<file path="src/rtl/sram_arb_pkg.sv">
// sram_arb_pkg: shared types and round-robin helper for the two-port SRAM arbiter
package sram_arb_pkg;
  localparam int NUM_PORTS = 2;
  typedef logic [0:0] port_id_t;
  function automatic port_id_t next_rr(port_id_t last, logic [NUM_PORTS-1:0] req);
    return (&req) ? ~last : port_id_t'(req[1]);
  endfunction
endpackage

</file>
<file path="src/rtl/avalon_mm_if.sv">
// avalon_mm_if: Avalon-MM command/response bundle with slave and master views
interface avalon_mm_if #(
  parameter int ADDR_W = 20,
  parameter int DATA_W = 16
);
  logic [ADDR_W-1:0] address;
  logic              read;
  logic              write;
  logic [DATA_W-1:0] writedata;
  logic [DATA_W-1:0] readdata;
  logic              readdatavalid;
  logic              waitrequest;
  modport slave (input address, read, write, writedata, output readdata, readdatavalid, waitrequest);
  modport master (output address, read, write, writedata, input readdata, readdatavalid, waitrequest);
endinterface

</file>
<file path="src/rtl/sram_arb_tag_fifo.sv">
// sram_arb_tag_fifo: in-order FIFO of requester ids for reads still awaiting data
module sram_arb_tag_fifo
  import sram_arb_pkg::*;
#(
  parameter int DEPTH = 4
) (
  input  logic     clk_i,
  input  logic     rst_i,
  input  logic     push_i,
  input  port_id_t push_id_i,
  input  logic     pop_i,
  output port_id_t head_id_o,
  output logic     full_o,
  output logic     empty_o
);
  localparam int AW = $clog2(DEPTH);
  localparam int CW = AW + 1;
  port_id_t        mem_q [DEPTH];
  logic [AW-1:0]   wp_q, rp_q;
  logic [CW-1:0]   cnt_q;
  logic            do_push, do_pop;
  assign full_o    = cnt_q == CW'(DEPTH);
  assign empty_o   = cnt_q == '0;
  assign do_push   = push_i & !full_o;
  assign do_pop    = pop_i & !empty_o;
  assign head_id_o = mem_q[rp_q];
  // Pointers and occupancy; a pop on an empty FIFO is dropped so count cannot underflow
  always_ff @(posedge clk_i or posedge rst_i) begin
    if (rst_i) begin
      wp_q  <= '0;
      rp_q  <= '0;
      cnt_q <= '0;
    end else begin
      if (do_push) wp_q <= wp_q + AW'(1);
      if (do_pop) rp_q <= rp_q + AW'(1);
      cnt_q <= cnt_q + CW'(do_push) - CW'(do_pop);
    end
  end
  // Storage needs no reset: entries are only read while counted as occupied
  always_ff @(posedge clk_i) begin
    if (do_push) mem_q[wp_q] <= push_id_i;
  end
endmodule

</file>
<file path="src/rtl/sram_mm_arbiter.sv">
// sram_mm_arbiter: two-port Avalon-MM arbiter sharing one SRAM controller (define SRAM_ARB_FIXED_PRIO_EN for fixed port-0 priority instead of round-robin)
module sram_mm_arbiter
  import sram_arb_pkg::*;
#(
  parameter int ADDR_W      = 20,
  parameter int DATA_W      = 16,
  parameter int MAX_PENDING = 4
) (
  input logic         clk_i,
  input logic         rst_i,
  avalon_mm_if.slave  s0_if,
  avalon_mm_if.slave  s1_if,
  avalon_mm_if.master m_if
);
  logic [1:0]        rd, wr, elig;
  logic              full, empty, gnt_v, cmd, acc, lock_q;
  port_id_t          sel, gnt_id, lock_id_q, head_id;
  logic [ADDR_W-1:0] addr_sel;
  logic [DATA_W-1:0] wdata_sel;
  assign rd   = {s1_if.read, s0_if.read};
  assign wr   = {s1_if.write, s0_if.write};
  assign elig = wr | (rd & {2{!full}});
`ifdef SRAM_ARB_FIXED_PRIO_EN
  assign sel = port_id_t'(!elig[0]);
`else
  port_id_t last_q;
  assign sel = next_rr(last_q, elig);
  // Remember the last accepted port so ties alternate; port 1 after reset lets port 0 win first
  always_ff @(posedge clk_i or posedge rst_i) begin
    if (rst_i) last_q <= 1'b1;
    else if (acc) last_q <= gnt_id;
  end
`endif
  assign gnt_v     = !rst_i & (lock_q | (|elig));
  assign gnt_id    = lock_q ? lock_id_q : sel;
  assign addr_sel  = gnt_id[0] ? s1_if.address : s0_if.address;
  assign wdata_sel = gnt_id[0] ? s1_if.writedata : s0_if.writedata;
  assign m_if.address   = gnt_v ? addr_sel : '0;
  assign m_if.writedata = gnt_v ? wdata_sel : '0;
  assign m_if.read      = gnt_v & rd[gnt_id];
  assign m_if.write     = gnt_v & wr[gnt_id];
  assign cmd = m_if.read | m_if.write;
  assign acc = cmd & !m_if.waitrequest;
  assign s0_if.waitrequest   = !(gnt_v & (gnt_id == 1'b0)) | m_if.waitrequest;
  assign s1_if.waitrequest   = !(gnt_v & (gnt_id == 1'b1)) | m_if.waitrequest;
  assign s0_if.readdata      = m_if.readdata;
  assign s1_if.readdata      = m_if.readdata;
  assign s0_if.readdatavalid = m_if.readdatavalid & !empty & (head_id == 1'b0);
  assign s1_if.readdatavalid = m_if.readdatavalid & !empty & (head_id == 1'b1);
  // Hold the grant on a stalled command until the controller takes it
  always_ff @(posedge clk_i or posedge rst_i) begin
    if (rst_i) begin
      lock_q    <= 1'b0;
      lock_id_q <= '0;
    end else begin
      lock_q    <= cmd & m_if.waitrequest;
      lock_id_q <= gnt_id;
    end
  end
  sram_arb_tag_fifo #(.DEPTH(MAX_PENDING)) u_tags (
    .clk_i     (clk_i),
    .rst_i     (rst_i),
    .push_i    (acc & m_if.read),
    .push_id_i (gnt_id),
    .pop_i     (m_if.readdatavalid),
    .head_id_o (head_id),
    .full_o    (full),
    .empty_o   (empty)
  );
endmodule

</file>
<file path="src/flat_wrapper.sv">
// flat-port wrapper written by rule: the top's interface ports become plain ports
module sram_mm_arbiter_flat import sram_arb_pkg::*;
#(
  parameter int ADDR_W      = 20,
  parameter int DATA_W      = 16,
  parameter int MAX_PENDING = 4
)
  (clk_i, rst_i, s0_if_address, s0_if_read, s0_if_write, s0_if_writedata, s0_if_readdata, s0_if_readdatavalid, s0_if_waitrequest, s1_if_address, s1_if_read, s1_if_write, s1_if_writedata, s1_if_readdata, s1_if_readdatavalid, s1_if_waitrequest, m_if_address, m_if_read, m_if_write, m_if_writedata, m_if_readdata, m_if_readdatavalid, m_if_waitrequest);
  avalon_mm_if #(.ADDR_W(ADDR_W), .DATA_W(DATA_W)) s0_if_i ();
  avalon_mm_if #(.ADDR_W(ADDR_W), .DATA_W(DATA_W)) s1_if_i ();
  avalon_mm_if #(.ADDR_W(ADDR_W), .DATA_W(DATA_W)) m_if_i ();
  input logic clk_i;
  input logic rst_i;
  input wire logic [$bits(s0_if_i.address)-1:0] s0_if_address;
  input wire logic [$bits(s0_if_i.read)-1:0] s0_if_read;
  input wire logic [$bits(s0_if_i.write)-1:0] s0_if_write;
  input wire logic [$bits(s0_if_i.writedata)-1:0] s0_if_writedata;
  output wire logic [$bits(s0_if_i.readdata)-1:0] s0_if_readdata;
  output wire logic [$bits(s0_if_i.readdatavalid)-1:0] s0_if_readdatavalid;
  output wire logic [$bits(s0_if_i.waitrequest)-1:0] s0_if_waitrequest;
  input wire logic [$bits(s1_if_i.address)-1:0] s1_if_address;
  input wire logic [$bits(s1_if_i.read)-1:0] s1_if_read;
  input wire logic [$bits(s1_if_i.write)-1:0] s1_if_write;
  input wire logic [$bits(s1_if_i.writedata)-1:0] s1_if_writedata;
  output wire logic [$bits(s1_if_i.readdata)-1:0] s1_if_readdata;
  output wire logic [$bits(s1_if_i.readdatavalid)-1:0] s1_if_readdatavalid;
  output wire logic [$bits(s1_if_i.waitrequest)-1:0] s1_if_waitrequest;
  output wire logic [$bits(m_if_i.address)-1:0] m_if_address;
  output wire logic [$bits(m_if_i.read)-1:0] m_if_read;
  output wire logic [$bits(m_if_i.write)-1:0] m_if_write;
  output wire logic [$bits(m_if_i.writedata)-1:0] m_if_writedata;
  input wire logic [$bits(m_if_i.readdata)-1:0] m_if_readdata;
  input wire logic [$bits(m_if_i.readdatavalid)-1:0] m_if_readdatavalid;
  input wire logic [$bits(m_if_i.waitrequest)-1:0] m_if_waitrequest;
  assign s0_if_i.address = s0_if_address;
  assign s0_if_i.read = s0_if_read;
  assign s0_if_i.write = s0_if_write;
  assign s0_if_i.writedata = s0_if_writedata;
  assign s0_if_readdata = s0_if_i.readdata;
  assign s0_if_readdatavalid = s0_if_i.readdatavalid;
  assign s0_if_waitrequest = s0_if_i.waitrequest;
  assign s1_if_i.address = s1_if_address;
  assign s1_if_i.read = s1_if_read;
  assign s1_if_i.write = s1_if_write;
  assign s1_if_i.writedata = s1_if_writedata;
  assign s1_if_readdata = s1_if_i.readdata;
  assign s1_if_readdatavalid = s1_if_i.readdatavalid;
  assign s1_if_waitrequest = s1_if_i.waitrequest;
  assign m_if_address = m_if_i.address;
  assign m_if_read = m_if_i.read;
  assign m_if_write = m_if_i.write;
  assign m_if_writedata = m_if_i.writedata;
  assign m_if_i.readdata = m_if_readdata;
  assign m_if_i.readdatavalid = m_if_readdatavalid;
  assign m_if_i.waitrequest = m_if_waitrequest;
  sram_mm_arbiter #(.ADDR_W(ADDR_W), .DATA_W(DATA_W), .MAX_PENDING(MAX_PENDING)) u_core (.clk_i(clk_i), .rst_i(rst_i), .s0_if(s0_if_i), .s1_if(s1_if_i), .m_if(m_if_i));
endmodule
</file>
<file path="config.mk">
export PLATFORM = sky130hd
export DESIGN_NAME = sram_mm_arbiter_flat
export DESIGN_NICKNAME = d
export VERILOG_FILES = /design/src/rtl/sram_arb_pkg.sv /design/src/rtl/avalon_mm_if.sv /design/src/rtl/sram_arb_tag_fifo.sv /design/src/rtl/sram_mm_arbiter.sv /design/src/flat_wrapper.sv
export SDC_FILE = /design/constraint.sdc
export NUM_CORES = 1
export LEC_CHECK = 0
export BUFFER_PORTS_ARGS = -buffer_cell sky130_fd_sc_hd__buf_4
export CAP_MARGIN = 20
export CORE_MARGIN = 2
export CORE_UTILIZATION = 34
export DETAILED_ROUTE_END_ITERATION = 10
export GPL_TIMING_DRIVEN = 0
export PLACE_DENSITY = 0.91
export SLEW_MARGIN = 20
export SYNTH_ARGS = -nofsm -noshare
export SYNTH_HDL_FRONTEND = slang
export SYNTH_SLANG_ARGS = --single-unit
</file>
<file path="constraint.sdc">
create_clock -name clk_i -period 3.7 [get_ports clk_i]
set_input_delay 0.555 -clock clk_i [delete_from_list [all_inputs] [get_ports clk_i]]
set_output_delay 0.555 -clock clk_i [all_outputs]
set_load 0.01 [all_outputs]
</file>
# ---- After elaboration in Yosys (flattened, before gate mapping)
# Memories as Yosys holds them, arrays and structs flattened.
# Index checks and enable logic that the tools add are counted.
dict set report word_totals {
  regBits 10
  ram_bits 4
  inputBits 96
  out_inout_bits 74
  wordCells 55
  n_memories 1
}
# name words width read_ports rd_ports_with_merged_regs wr line_no
set memory_table {}
lappend memory_table {u_core.u_tags.mem_q 4 1 1 0 1 sram_arb_tag_fifo.sv:18} ;# port_id_t mem_q [DEPTH];
dict set report op_classes {
  add_sub_neg 4
  magnitude_cmp 1
  eq_ne 1
  n_mux 12
  bitwise_logic 21
  n_reduce_logical 9
}
# operator count
set ops {}
lappend ops {{$mux W20} 2}
lappend ops {{$mux W16} 2}
lappend ops {{$and A1 B1 Y1} 12}
lappend ops {{$mux W1} 8}
lappend ops {{$logic_not A1 Y1} 6}
lappend ops {{$add A2 B1 Y2 const B} 2}
lappend ops {{$or A1 B1 Y1} 4}
lappend ops {{$add A3 B1 Y3} 1}
lappend ops {{$eq A3 B3 Y1 const B} 1}
lappend ops {{$logic_not A3 Y1} 1}
lappend ops {{$not A1 Y1} 3}
lappend ops {{$sub A3 B1 Y3} 1}
lappend ops {{$and A2 B2 Y2} 1}
lappend ops {{$lt A1 B2 Y1 const B} 1}
lappend ops {{$or A2 B2 Y2} 1}
lappend ops {{$reduce_and A2 Y1} 1}
lappend ops {{$reduce_or A2 Y1} 1}

# ---- Depth between registers and ports, before layout
dict set report logic_depth {
  word_depth 16
  depth_mapped 10
}

# ---- Cells and area by module
# A second synthesis with hierarchy kept.
dict set report hier_totals {
  hier_cells 249
  area_unflattened_um2 2009.4
}
# mod n_inst cells_per_inst area_each_um2
set by_module_without_submodules {}
lappend by_module_without_submodules {sram_mm_arbiter 1 202 1393.8}
lappend by_module_without_submodules {sram_arb_tag_fifo 1 47 615.6}

# ---- Worst setup path after synthesis
# OpenSTA, ideal clock, no wires.
dict set report synth_timing {
  path_kind {input port to flip-flop}
  from {input port s1_if_write}
  to {register u_core.u_tags.cnt_q[2]}
  setup_time_ns 0.124
  arrival_time_ns 2.635
  slack_ns 0.941
  stages 10
  path_buffers 0
  path_cell_list {or4b_1 o2111ai_1 o22ai_1 a31oi_2 ha_1 inv_1 ha_1 fa_1 xor2_1 xnor2_1}
}
dict set report synth_via {
  elab_chain_cells 13
}
# element line_no
set synth_lines {}
lappend synth_lines {{from (decl)} flat_wrapper.sv:23} ;# input wire logic [$bits(s1_if_i.write)-1:0] s1_if_write;
lappend synth_lines {{$or A2 B2 Y2} sram_mm_arbiter.sv:22} ;# assign elig = wr | (rd & {2{!full}});
lappend synth_lines {{$reduce_and A2 Y1} sram_arb_pkg.sv:6} ;# return (&req) ? ~last : port_id_t'(req[1]);
lappend synth_lines {{$mux W1} sram_arb_pkg.sv:6}
lappend synth_lines {{$mux W1} sram_mm_arbiter.sv:35} ;# assign gnt_id = lock_q ? lock_id_q : sel;
lappend synth_lines {{$mux W1, on equally long branches (2 in series)} {sram_mm_arbiter.sv:40, sram_mm_arbiter.sv:41}}
lappend synth_lines {{$and A1 B1 Y1, on equally long branches} {sram_mm_arbiter.sv:40, sram_mm_arbiter.sv:41}}
lappend synth_lines {{$or A1 B1 Y1} sram_mm_arbiter.sv:42} ;# assign cmd = m_if.read | m_if.write;
lappend synth_lines {{$and A1 B1 Y1} sram_mm_arbiter.sv:43} ;# assign acc = cmd & !m_if.waitrequest;
lappend synth_lines {{$and A1 B1 Y1 (*)} sram_mm_arbiter.sv:63} ;# .push_i (acc & m_if.read),
lappend synth_lines {{$and A1 B1 Y1 (*)} sram_arb_tag_fifo.sv:24} ;# assign do_push = push_i & !full_o;
lappend synth_lines {{$add A3 B1 Y3 (*)} sram_arb_tag_fifo.sv:36} ;# cnt_q <= cnt_q + CW'(do_push) - CW'(do_pop);
lappend synth_lines {{$sub A3 B1 Y3 (*)} sram_arb_tag_fifo.sv:36}
lappend synth_lines {{to (signal assigned)} sram_arb_tag_fifo.sv:36}
lappend synth_lines {{to (decl)} sram_arb_tag_fifo.sv:20} ;# logic [CW-1:0] cnt_q;
# Every way passes the cells marked *; elsewhere a longest branch is shown, timed or not. The select of a mux whose other input is x is not followed.
# A chain may end at the register's enable or synchronous reset.

# ---- Final worst setup path
dict set report layout_timing {
  from {register u_core.u_tags.cnt_q[1]}
  to {output port m_if_address[17]}
}
dict set report layout_via {
  elab_chain_cells 9
}
# element line_no
set layout_lines {}
lappend layout_lines {{$eq A3 B3 Y1 (*)} sram_arb_tag_fifo.sv:22} ;# assign full_o = cnt_q == CW'(DEPTH);
lappend layout_lines {{$logic_not A1 Y1 (*)} sram_mm_arbiter.sv:22}
lappend layout_lines {{$and A2 B2 Y2 (*)} sram_mm_arbiter.sv:22}
lappend layout_lines {{$or A2 B2 Y2 (*)} sram_mm_arbiter.sv:22}
lappend layout_lines {{$reduce_and A2 Y1} sram_arb_pkg.sv:6}
lappend layout_lines {{$mux W1 (*)} sram_arb_pkg.sv:6}
lappend layout_lines {{$mux W1 (*)} sram_mm_arbiter.sv:35}
lappend layout_lines {{via u_core.gnt_id} sram_mm_arbiter.sv:17} ;# port_id_t sel, gnt_id, lock_id_q, head_id;
lappend layout_lines {{$mux W20 (*)} sram_mm_arbiter.sv:36} ;# assign addr_sel = gnt_id[0] ? s1_if.address : s0_if.address;
lappend layout_lines {{$mux W20 (*)} sram_mm_arbiter.sv:38} ;# assign m_if.address = gnt_v ? addr_sel : '0;
lappend layout_lines {{to (decl)} flat_wrapper.sv:28} ;# output wire logic [$bits(m_if_i.address)-1:0] m_if_address;
# The timed path passes the listed nets; every way through them passes the cells marked *.

==> results.md <==
- Outcome: completed
- R2r endpoint: u_core.u_tags.cnt_q[2]$_DFF_PP0_
- Slew HR: 71.44%
- Power per Cell Area: roughly 480 nW/µm²
- Final hold vios: 0
- Clk slew on worst S/H paths: around 0.05 ns
- Post-layout minimum cycle time: 3.021 ns
- P&R area growth vs syn: 84.11%
- # diodes: 0
- GPL Wtd Cong: 0.7576
- Post-CTS Setup Bufs: 0
- Sequential area share after synthesis: 24.83%
- Design area: between 2000 and 3000 µm²
- Final setup violation count: 0
- Pre-CTS WS: between 0.5 and 0.6 ns
- DRC Markers: 0
- Clock power frac: 9.2%
- Die Wd: 70.34 µm
- Reg2reg setup slack: 0.81 ns
- Total gr overflow: 0
- Synth top cells by count: 38 x a22o_1, 32 x buf_4, 9 x dfrtp_1, 7 x inv_1
- Worst VDD drop: roughly 420 µV
- Yosys cell types: 38
- Die H: between 70 and 80 µm
- Worst-Margin Slew: 0.4248 ns
- Post-Route WL: 5.301 mm
- Fillers: about 360
- Top cells by area, synth: a22o_1 22%, buf_4 16%, dfrtp_1 15%
- CP endpoint kind: output pin
- Core box area: roughly 4300 µm²
- Met2 usage: 36.16%
- Vias per cell: 4.903
- Vias: 1770
- Clock buffer count from CTS: 3
- Number of global-route vias before repair: 1727
- Cells on worst reg2reg path: 10
- CTS Hold Buffers Added: 0
- Root Driver: clkbuf_8
- Cells along the critical path: nor3b_1 -> o2111ai_1 -> o21ai_2 -> and2_4 -> buf_6 -> buf_6 -> a22o_1 -> buf_4
- Met1 Use GR: about 22%
- Layout cells sized above 1: approximately 67%
- CP Buf/Inv Count: 3
- Max Cap Violations: 0
- Fmax: 331.0 MHz
- Reg area: ~370 µm²
- Fin util: roughly 64%
- Pin count of the biggest net entering global routing: 13
- Slew Viols, Final: 0
- CTS H-Tree Depth: 1
- First-pass GRT wire length: just over 8 mm
- Setup skew after layout: approximately 0.00092 ns
- Post-Layout Cell Count: 361
- Fin nets: 413
- Wire length per cell: between 10 and 15 µm
- Async set-reset flop share out of synthesis: 71.43%
- CTS tree: built
- Area leader, netlist: a22o_1
- Crit Path Class: flop to output pin
- Switch share: 38.43%
- Setup ws final: 0.6792 ns
- Cell area after placement: 2710 µm²
- IO Pins: 170
- Syn avg cell area: between 9 and 10 µm²
- Final TNS setup: 0 ns
- Initial antenna violation count: 0
- Multi-input logic area: 780.7 µm²
- Placed Instances: 357
- Number of flops mapped to enable cells by yosys: 4
- Die area: 4948 µm²
- CP most frequent cell: buf_6
- CTS resizes: 0
- Syn_nets: 255
- Synthesized flop and latch total: 14
- Synth Flop Type: dfrtp_1
- RR Startpoint: u_core.u_tags.cnt_q[1]$_DFF_PP0_
- Cell family with most CP delay: compound AO/OA/AOI/OAI gates
- Most common cell in the netlist: a22o_1
- Yosys synthesis warning count: 0
- Sw Pwr: 0.0005069 W
- Clk buf depth: 2
- RSZ-0062 raised after global routing: false
- Crit path arrival time: 2.47 ns
- Critical Path RT: 3.14 ns
- Cell Rows: 24
- Logic pwr share: 68.0%
- Cell-internal power: 0.0008123 W
- DR pass1 iterations: 4
- Initial Util: 34.85%
- Synth Instances: 152
- Drt first-iter violations: 31
- Antenna-violating nets left: 0
- Clk_lat worst skew: 0.24 ns
- Global routing's busiest layer: met2
- Tcrit/Tclk final: about four fifths
- Met3 GRT Util: under 10%
- CTS sink cnt: 14
- Crit path max fanout: 10
- Port Buffers: 153
- Sequential power share: 22.8%
- HP Class: input pin to asynchronous set/reset pin
- Gr usage total: 19.83%
- Post-synth top area share: between 20% and 30%
- Post-DP HPWL: 4.642 mm
- Leak: 1.477 nW
- Peak per-stage delay on the critical path: 0.45 ns
- Crit start category: flop
- Levels on crit path: 8
- Slowest cell on the critical path: dfrtp_1
- Synthesized cell area: 1496 µm²
## layout by cell type, fill, tap and decap left out, types with 2 or more instances in the layout
master    instances
buf_4           185
a22o_1           38
dfrtp_1           9
inv_1             7
nand2_1           6
buf_6             6
ha_1              6
xnor2_1           4
edfxtp_1          4
nor2_1            3
clkbuf_8          3
nor3b_1           2
or2_2             2
nand2b_1          2
a31oi_1           2
and2_4            2
buf_2             2
nand3_1           2
nor2b_1           2
and2b_1           2
## registers in the layout (all words and copies together) (netlist names)
name,count
u_core.last_q,1
u_core.lock_id_q,1
u_core.lock_q,1
u_core.u_tags.cnt_q,3
u_core.u_tags.mem_q,4
u_core.u_tags.rp_q,2
u_core.u_tags.wp_q,2
## metrics by stage
step / hold WS (ns) / power, W
floorplan: 0.4107 / 0.0008222
global placement: 0.4691 / 0.001170
detailed placement: 0.4792 / 0.001208
CTS: 0.3443 / 0.001332
global route: 0.3702 / 0.001422
finish: 0.3381 / 0.001319
## power groups by stage
stage	clock [W]	combinational, W	sequential (W)
final	0.000121	0.000897	0.000301
after global routing	0.000135	0.000975	0.000312
after CTS	0.000125	0.000907	0.000300
after detailed placement	0	0.000904	0.000304
after global placement	0	0.000873	0.000297
after floorplan	0	0.000537	0.000285
## worst max-delay path by stage
stage                                     start                          endpoint  slack [ns]
2_1_floorplan                       s1_if_write  u_core.u_tags.cnt_q[2]$_DFF_PP0_        0.94
3_3_place_gp                        s1_if_write  u_core.u_tags.cnt_q[2]$_DFF_PP0_        0.65
3_5_place_dp                        s1_if_write  u_core.u_tags.cnt_q[2]$_DFF_PP0_        0.56
4_1_cts        u_core.u_tags.cnt_q[1]$_DFF_PP0_                  m_if_address[17]        0.67
5_1_grt        u_core.u_tags.cnt_q[1]$_DFF_PP0_                  m_if_address[17]        0.45
6_report       u_core.u_tags.cnt_q[1]$_DFF_PP0_                  m_if_address[17]        0.68
## area by class of cell
cell class	instances	share of cell area [%]
Clock buffer	3	1.499
Buffer	40	11.53
Timing Repair Buffer	153	41.69
Sequential cell	14	13.49
Multi-Input combinational cell	91	28.34
Inverter	7	0.9537
Tap cell	52	2.361
Clock inverter	1	0.1362
## metal layers
layer  up-vias  wire length, µm
li1        844                -
met1       833             1917
met2        89             2741
met3         4              607
met4         0               35
met5         -                0
## logic make-up after synthesis
kind of cell / Yosys count / share of synthesized area (%)
flops: 14 / 24.83
xor+xnor: 5 / 2.926
buf+inv: 47 / 22.99
fa+ha+maj: 7 / 6.354
compound gates: 47 / 27.51
simple gates: 28 / 11.54
mux: 4 / 3.846
Note: power is estimated with default switching activity, not from simulation.
